### src/rtl/paralelo_serial_fifo_if.sv
// Symbol-side bus of the parallel-to-serial TX converter: producer handshake in, serial line and status out.
interface paralelo_serial_fifo_if #(
   parameter int WIDTH = 8,
   parameter int DEPTH = 4
);
   localparam int CW = $clog2(DEPTH + 1);

   logic [WIDTH-1:0] data_in;
   logic             valid_in;
   logic             ready_out;
   logic             data_out;
   logic             sym_start;
   logic             idle_out;
   logic [CW-1:0]    fifo_count;

   modport master (
      output data_in, valid_in,
      input  ready_out, data_out, sym_start, idle_out, fifo_count
   );

   modport slave (
      input  data_in, valid_in,
      output ready_out, data_out, sym_start, idle_out, fifo_count
   );
endinterface

### src/rtl/paralelo_serial_fifo.sv
// FIFO-buffered parallel-to-serial converter, MSB-first, with IDLE_SYM filler on empty boundaries.
// Optional macro PS_IDLE_CNT_EN adds a saturating 16-bit idle_cnt output counting inserted fillers.
module paralelo_serial_fifo #(
   parameter int               WIDTH    = 8,
   parameter int               DEPTH    = 4,
   parameter logic [WIDTH-1:0] IDLE_SYM = 8'hBC
) (
   input  logic                 clk_4f,
   input  logic                 reset,
`ifdef PS_IDLE_CNT_EN
   output logic [15:0]          idle_cnt,
`endif
   paralelo_serial_fifo_if.slave bus
);
   localparam int PW = $clog2(DEPTH);
   localparam int CW = $clog2(DEPTH + 1);
   localparam int BW = $clog2(WIDTH);

   logic [WIDTH-1:0] mem [DEPTH];
   logic [PW-1:0]    wr_ptr;
   logic [PW-1:0]    rd_ptr;
   logic [CW-1:0]    count;
   logic [BW-1:0]    bit_cnt;
   logic [WIDTH-2:0] shreg;
   logic             data_out_q;
   logic             sym_start_q;
   logic             idle_out_q;

   logic             ready;
   logic             push;
   logic             pop;
   logic             boundary;
   logic [WIDTH-1:0] head;
   logic [BW-1:0]    bit_idx;

   // Pop decision uses the pre-edge count, so a word written this edge is never popped this edge.
   always_comb begin
      ready    = (count < CW'(DEPTH));
      push     = bus.valid_in && ready;
      boundary = (bit_cnt == BW'(WIDTH - 1));
      pop      = boundary && (count != '0);
      head     = mem[rd_ptr];
      bit_idx  = BW'(WIDTH - 2) - bit_cnt;
   end

   always_ff @(posedge clk_4f) begin
      if (push) begin
         mem[wr_ptr] <= bus.data_in;
      end
   end

   always_ff @(posedge clk_4f) begin
      if (reset) begin
         wr_ptr      <= '0;
         rd_ptr      <= '0;
         count       <= '0;
         bit_cnt     <= BW'(WIDTH - 1);
         shreg       <= '0;
         data_out_q  <= 1'b0;
         sym_start_q <= 1'b0;
         idle_out_q  <= 1'b0;
      end else begin
         if (push) begin
            wr_ptr <= wr_ptr + 1'b1;
         end
         if (pop) begin
            rd_ptr <= rd_ptr + 1'b1;
         end
         case ({push, pop})
            2'b10:   count <= count + 1'b1;
            2'b01:   count <= count - 1'b1;
            default: count <= count;
         endcase

         if (boundary) begin
            bit_cnt     <= '0;
            sym_start_q <= 1'b1;
            if (pop) begin
               shreg      <= head[WIDTH-2:0];
               data_out_q <= head[WIDTH-1];
               idle_out_q <= 1'b0;
            end else begin
               shreg      <= IDLE_SYM[WIDTH-2:0];
               data_out_q <= IDLE_SYM[WIDTH-1];
               idle_out_q <= 1'b1;
            end
         end else begin
            bit_cnt     <= bit_cnt + 1'b1;
            sym_start_q <= 1'b0;
            data_out_q  <= shreg[bit_idx];
         end
      end
   end

`ifdef PS_IDLE_CNT_EN
   always_ff @(posedge clk_4f) begin
      if (reset) begin
         idle_cnt <= '0;
      end else if (boundary && !pop && (idle_cnt != 16'hFFFF)) begin
         idle_cnt <= idle_cnt + 16'd1;
      end
   end
`endif

   assign bus.ready_out  = ready;
   assign bus.data_out   = data_out_q;
   assign bus.sym_start  = sym_start_q;
   assign bus.idle_out   = idle_out_q;
   assign bus.fifo_count = count;

endmodule

### src/flat_wrapper.sv
// flat-port wrapper written by rule: the top's interface ports become plain ports
module paralelo_serial_fifo_flat 
#(
   parameter int               WIDTH    = 8,
   parameter int               DEPTH    = 4,
   parameter logic [WIDTH-1:0] IDLE_SYM = 8'hBC
)
  (clk_4f, reset, bus_data_in, bus_valid_in, bus_ready_out, bus_data_out, bus_sym_start, bus_idle_out, bus_fifo_count);
  paralelo_serial_fifo_if #(.WIDTH(WIDTH), .DEPTH(DEPTH)) bus_i ();
  input  logic clk_4f;
  input  logic reset;
  input wire logic [$bits(bus_i.data_in)-1:0] bus_data_in;
  input wire logic [$bits(bus_i.valid_in)-1:0] bus_valid_in;
  output wire logic [$bits(bus_i.ready_out)-1:0] bus_ready_out;
  output wire logic [$bits(bus_i.data_out)-1:0] bus_data_out;
  output wire logic [$bits(bus_i.sym_start)-1:0] bus_sym_start;
  output wire logic [$bits(bus_i.idle_out)-1:0] bus_idle_out;
  output wire logic [$bits(bus_i.fifo_count)-1:0] bus_fifo_count;
  assign bus_i.data_in = bus_data_in;
  assign bus_i.valid_in = bus_valid_in;
  assign bus_ready_out = bus_i.ready_out;
  assign bus_data_out = bus_i.data_out;
  assign bus_sym_start = bus_i.sym_start;
  assign bus_idle_out = bus_i.idle_out;
  assign bus_fifo_count = bus_i.fifo_count;
  paralelo_serial_fifo #(.WIDTH(WIDTH), .DEPTH(DEPTH), .IDLE_SYM(IDLE_SYM)) u_core (.clk_4f(clk_4f), .reset(reset), .bus(bus_i));
endmodule
### config.mk
export PLATFORM = sky130hd
export DESIGN_NAME = paralelo_serial_fifo_flat
export DESIGN_NICKNAME = d
export VERILOG_FILES = /design/src/rtl/paralelo_serial_fifo_if.sv /design/src/rtl/paralelo_serial_fifo.sv /design/src/flat_wrapper.sv
export SDC_FILE = /design/constraint.sdc
export NUM_CORES = 1
export LEC_CHECK = 0
export ABC_AREA = 1
export ABC_CLOCK_PERIOD_IN_PS = 2600
export BUFFER_PORTS_ARGS = -buffer_cell sky130_fd_sc_hd__buf_2
export CAP_MARGIN = 20
export CORE_ASPECT_RATIO = 1.4
export CORE_UTILIZATION = 35
export DETAILED_ROUTE_END_ITERATION = 10
export GPL_ROUTABILITY_DRIVEN = 0
export SYNTH_ARGS = -nofsm -noshare
export SYNTH_HDL_FRONTEND = slang
export SYNTH_SLANG_ARGS = --single-unit
### constraint.sdc
create_clock -name clk_4f -period 2.6 [get_ports clk_4f]
set_clock_uncertainty 0.05 [all_clocks]
set_input_delay 0.39 -clock clk_4f [delete_from_list [all_inputs] [get_ports clk_4f]]
set_output_delay 0.39 -clock clk_4f [all_outputs]
set_load 0.01 [all_outputs]
# Word level (Yosys, flattened, before mapping)
# Memories as Yosys holds them, arrays and structs flattened. A register that Yosys moved wholly into a read port is not among the register bits.
# Index checks and enable logic that the tools add are counted.
# totals
reg_bits	20
ram_bits	32
in_bits	11
elab_cells	37
mem_count	1
# mem_list
memory	depth	word_bits	rd	rd_clocked_by_memory_dff	wr	line_no	source
u_core.mem	4	8	1	1	1	paralelo_serial_fifo.sv:19	logic [WIDTH-1:0] mem [DEPTH];
# op_classes
add_sub_neg	6
n_lt_le_gt_ge	2
n_eq_ne	3
mux	13
n_reduce_logical	4
# op_table
op	n
$mux W1	7
$mux W7	1
$add A3 B1 Y3 const B	2
$pmux W3 S2	1
$add A2 B1 Y2 const B	2
$lt A3 B4 Y1 const B	1
$mux W2	2
$bmux W1 S3	1
$eq A3 B3 Y1 const B	1
$lt A3 B3 Y1 const B	1
$mux W3	1
$reduce_bool A3 Y1	1
$sub A3 B1 Y3 const B	1
$sub A3 B3 Y3 const A	1
$eq A2 B1 Y1 const B	1
$eq A2 B2 Y1 const B	1
$logic_and A1 B1 Y1	2
$reduce_bool A2 Y1	1

# Logic depth before layout (Yosys ltp)
# depth
ltp_word	4
mapped_depth	13

# Worst setup path before layout
# No wires, ideal clock.
# synth_timing
path_type	register -> register
start	register u_core.bit_cnt[0]
end	register u_core.count[2], in the netlist u_core.bus.fifo_count[2]
setup_time_ns	0.113
arrival_time_ns	2.117
slack_ns	0.320
path_stages_with_launch	13
synth_period_minus_slack_ns	2.280
path_cell_list	dfxtp_1 > ha_1 > ha_1 > inv_2 > a21oi_4 > buf_6 > ha_1 > inv_1 > fa_1 > a21oi_1 > o21ai_0 > nor2_1 > nor2_1
# synth_between
elab_chain_cells	4
word_cells_on_any_way	6
# synth_lines
item	line_no	source
start, declared	paralelo_serial_fifo.sv:23	logic [BW-1:0] bit_cnt;
start signal, assigned	paralelo_serial_fifo.sv:57	bit_cnt <= BW'(WIDTH - 1);
start signal, assigned	paralelo_serial_fifo.sv:88	bit_cnt <= bit_cnt + 1'b1;
$eq A3 B3 Y1 *	paralelo_serial_fifo.sv:40	boundary = (bit_cnt == BW'(WIDTH - 1));
net u_core.boundary	paralelo_serial_fifo.sv:32	logic boundary;
$logic_and A1 B1 Y1 *	paralelo_serial_fifo.sv:41	pop = boundary && (count != '0);
$eq A2 B1 Y1 / $eq A2 B2 Y1 (equally long branches)	paralelo_serial_fifo.sv:69	case ({push, pop})
$pmux W3 S2 / $reduce_bool A2 Y1 (equally long branches)	--	
end signal, assigned	paralelo_serial_fifo.sv:70	2'b10: count <= count + 1'b1;
end signal, assigned	paralelo_serial_fifo.sv:71	2'b01: count <= count - 1'b1;
end signal, assigned	paralelo_serial_fifo.sv:72	default: count <= count;
end, declared	paralelo_serial_fifo.sv:22	logic [CW-1:0] count;
# Mark *: on every way through the listed nets, which the timed path passes. The rest lies on a longest branch.
# A chain may end at the register's enable or synchronous reset.

# Final worst setup path
# Same ends and word-level chain as after synthesis.

==> flow_summary.yaml <==
route:
  first_pass_iters: 4
  remaining_drc_errors: 0
  iteration_0_drc_markers: 48
  postRouteWirelength_um: 3950
  ant_nets: 0
  post_drt_wl_per_cell_um: 11.7
  routed_via_density: 4.48
  num_vias: 1515
synth:
  synth_compound_area_share_pct: 7.47
  yosysTopAreaCell: "sky130_fd_sc_hd__edfxtp_1"
  postSynthNetCount: 261
  post_synth_instance_area_um2: 2300
  number_of_distinct_library_cells_after_synthesis: 17
  yosys-top-cells-area: "sky130_fd_sc_hd__edfxtp_1, sky130_fd_sc_hd__dfxtp_1, sky130_fd_sc_hd__inv_1"
  multiplexer_fraction_of_the_synthesized_cell_area_pct: 0
  number_of_instances_in_the_synthesized_netlist: 241
  synth_top_family_by_area: "simple AND/OR/NAND/NOR gates"
  synth-xor-area-share_pct: 0
  number_of_flip_flops_and_latches_in_the_synthesized_netlist: 54
  yosysSeqAreaShare_pct: 61.0
  yosys_warnings: 0
  post_synthesis_area_per_instance_um2: 9.53
  synthAdderAreaFrac_pct: 5.23
  yosys.area.top_type_share_pct: 41.9
  post_synth_and_or_nand_nor_area_fraction_pct: 16.5
global_routing:
  grt_first_pass_wirelength_um: 6670
  track_usage_pct: 12.5
  grt_start_max_net_pins: 18
  antenna_violations_before_repair: 0
  global_route.overflow_total: 0
  vias_in_the_first_global_route: 1484
cts:
  cts_tree: "done"
  postCtsSetupRepairBufs: 0
  clockRootBuffer: "sky130_fd_sc_hd__clkbuf_8"
  number_of_gates_given_a_new_drive_strength_after_cts: 0
  clock_tree.buffer_depth: 2
  count_of_hold_buffers_inserted_by_post_cts_repair: 0
  clock_tree.htree_level_count: 2
  clock_insertion_delay_worst_skew_ns: 0.30
  cts_sinks: 54
  cts.clk_slew.worst_paths_ns: 0.09
  numCtsBuffers: 5
critical_path:
  critical-path-slowest-cell: "sky130_fd_sc_hd__dfxtp_1"
  worst_r2r_startpoint: "u_core.bit_cnt[0]$_SDFF_PP1_"
  regToRegSetupSlack_ns: 0.29
  critical_path.startpoint_type: "flop"
  critPathMaxStageDelay_ns: 0.43
  critical_path_class: "flop to flop"
  timing.critical_path.mode_cell: "sky130_fd_sc_hd__ha_1"
  r2r_end: "u_core.bus.fifo_count[2]$_SDFFE_PP0P_"
  worst_path_fanout_max: 8
  crit_chain: "ha_1, ha_1, inv_2, a21oi_4, ha_1, inv_1, fa_1, a21oi_1, o21ai_0, nand2_1, nand2_1, nor2_1"
  r2r.worst_path.cells: 12
  cp.arrival_ns: 2.51
  worstPathRequired_ns: 2.80
  end_kind: "flop"
placement:
  portbufs: 17
  detailedPlacementHpwl_um: 2830
  place_inst: 330
hold_path:
  hold_path_end: "u_core.mem[3][2]$_DFFE_PP_"
  min_path_cells: 1
  holdCritStartpoint: "bus_data_in[2]"
  holdCritPathClass: "input pin to flop"
sta:
  final_hold_viol_count: 0
  timing.setup.tns_ns: 0
  max_slew.worst_pin.slew_ns: 0.432
  rsz0062_at_grt: "no"
  slew_headroom_pct: 71.2
  max_freq_mhz: 432
  final_max_slew_viol_count: 0
  final.min_clock_period_ns: 2.31
  min_period_over_period_pct: 89.0
  setup-violations-final: 0
job:
  maxCapViolCount: 0
power:
  finalPower_w: 0.00221
  max_rail_drop_vdd_v: 0.000347
  cellLeakagePower_nw: 1.15
  powerDensity_nw_per_um2: 858
finish:
  drive_gt1_share_pct: 12.0
  insertedDiodeCount: 0
  syn_to_final_growth_pct: 12.4
  num-nets-final: 285
  final-instance-count-excl-fill: 338
floorplan:
  die_height_um: 97.8
  floorplan.initialDensity_pct: 36.7
  fp.coreArea_um2: 6250
  fp.dieArea_um2: 6890
  core.rowCount: 34
  io_pins: 18
  die_width_um: 70.5
status:
  outcome: "complete, no violations"
## cell type report
cell class	count	area, um2
Clock inverter	2	33.8
Fill cell	620	3670
Inverter	49	184
Multi-Input combinational cell	132	669
Tap cell	72	90.1
Sequential cell	54	1400
Timing Repair Buffer	23	130
Clock buffer	6	72.6
## routing by layer
| layer | GRT usage [%] | up-vias | wire length (um) | part of all wire, % |
|---|---|---|---|---|
| met5 | 0 | - | 0 | 0 |
| met4 | 6.00 | 0 | 81 | 2.0 |
| met3 | 2.06 | 5 | 105 | 2.7 |
| met2 | 23.2 | 19 | 2080 | 53 |
| met1 | 13.4 | 682 | 1690 | 43 |
| li1 | - | 809 | - | - |
## worst max-delay path by stage
stage | startpoint | end | slack [ns]
2_1_floorplan | u_core.bit_cnt[0]$_SDFF_PP1_ | u_core.bus.fifo_count[2]$_SDFFE_PP0P_ | 0.32
3_3_place_gp | u_core.bit_cnt[0]$_SDFF_PP1_ | u_core.bus.fifo_count[2]$_SDFFE_PP0P_ | 0.35
3_5_place_dp | u_core.bit_cnt[0]$_SDFF_PP1_ | u_core.bus.fifo_count[2]$_SDFFE_PP0P_ | 0.28
4_1_cts | u_core.bit_cnt[0]$_SDFF_PP1_ | u_core.bus.fifo_count[2]$_SDFFE_PP0P_ | 0.28
5_1_grt | u_core.bit_cnt[0]$_SDFF_PP1_ | u_core.bus.fifo_count[2]$_SDFFE_PP0P_ | 0.06
6_report | u_core.bit_cnt[0]$_SDFF_PP1_ | u_core.bus.fifo_count[2]$_SDFFE_PP0P_ | 0.29
## synthesized netlist by cell type
cell type and n:
sky130_fd_sc_hd__a21oi_4 1, sky130_fd_sc_hd__nand3_1 21, sky130_fd_sc_hd__dfxtp_1 22, sky130_fd_sc_hd__edfxtp_1 32, sky130_fd_sc_hd__buf_4 2, sky130_fd_sc_hd__ha_1 8, sky130_fd_sc_hd__o21ai_0 15, sky130_fd_sc_hd__inv_2 1
sky130_fd_sc_hd__o211ai_1 4, sky130_fd_sc_hd__nor2_1 24, sky130_fd_sc_hd__a21oi_1 10, sky130_fd_sc_hd__buf_6 1, sky130_fd_sc_hd__or2_2 1, sky130_fd_sc_hd__inv_1 48, sky130_fd_sc_hd__fa_1 1, sky130_fd_sc_hd__buf_2 3
sky130_fd_sc_hd__nand2_1 47
## power by group
part	switching [W]	internal, W	total, W
Sequential	0.0000631	0.00104	0.00110
Combinational	0.000362	0.000211	0.000573
Clock	0.000255	0.000285	0.000540
## cell families after synthesis
logic type / after synthesis
buffers and inverters: 55
adders and majority gates: 9
and+or+nand+nor: 93
AOI/OAI and AO/OA: 30
DFF: 54
## placed cells by master (no fill, tap or decap), drive strengths merged
master / instances
bufinv: 1
nand2: 47
o21ai: 15
clkbuf: 6
buf: 23
nand3: 21
edfxtp: 32
nor2: 24
fa: 1
inv: 49
or2: 1
clkinv: 1
a21oi: 11
dfxtp: 22
o211ai: 4
ha: 8
## flip-flops by register name (all words and copies together), names as in the netlist, named ones only
signal,cells
u_core.bit_cnt,3
u_core.shreg,7
u_core.bus.fifo_count,3
u_core.bus.data_out,1
u_core.rd_ptr,2
u_core.bus.sym_start,1
u_core.wr_ptr,2
u_core.bus.idle_out,1
u_core.mem,32
## through the flow
| step | util [%] | worst slack (ns) | cell area (um2) | hold WS (ns) |
|---|---|---|---|---|
| global route | 41.3 | 0.0611 | 2580 | 0.239 |
| detailed placement | 39.6 | 0.280 | 2470 | 0.413 |
| CTS | 41.3 | 0.276 | 2580 | 0.243 |
| floorplan | - | 0.320 | 2300 | 0.389 |
| finish | 41.3 | 0.287 | 2580 | 0.252 |
| global placement | 39.6 | 0.353 | 2470 | 0.408 |
## worst max-delay path: cells and delay by family (launching register included)
family / cells / cell delay, ns
buffers and inverters: 2 / 0.19
adders and majority gates: 4 / 1.03
and+or+nand+nor: 3 / 0.19
DFF: 1 / 0.43
AOI/OAI and AO/OA: 3 / 0.38
No activity file was read; power rests on OpenSTA's default activity.
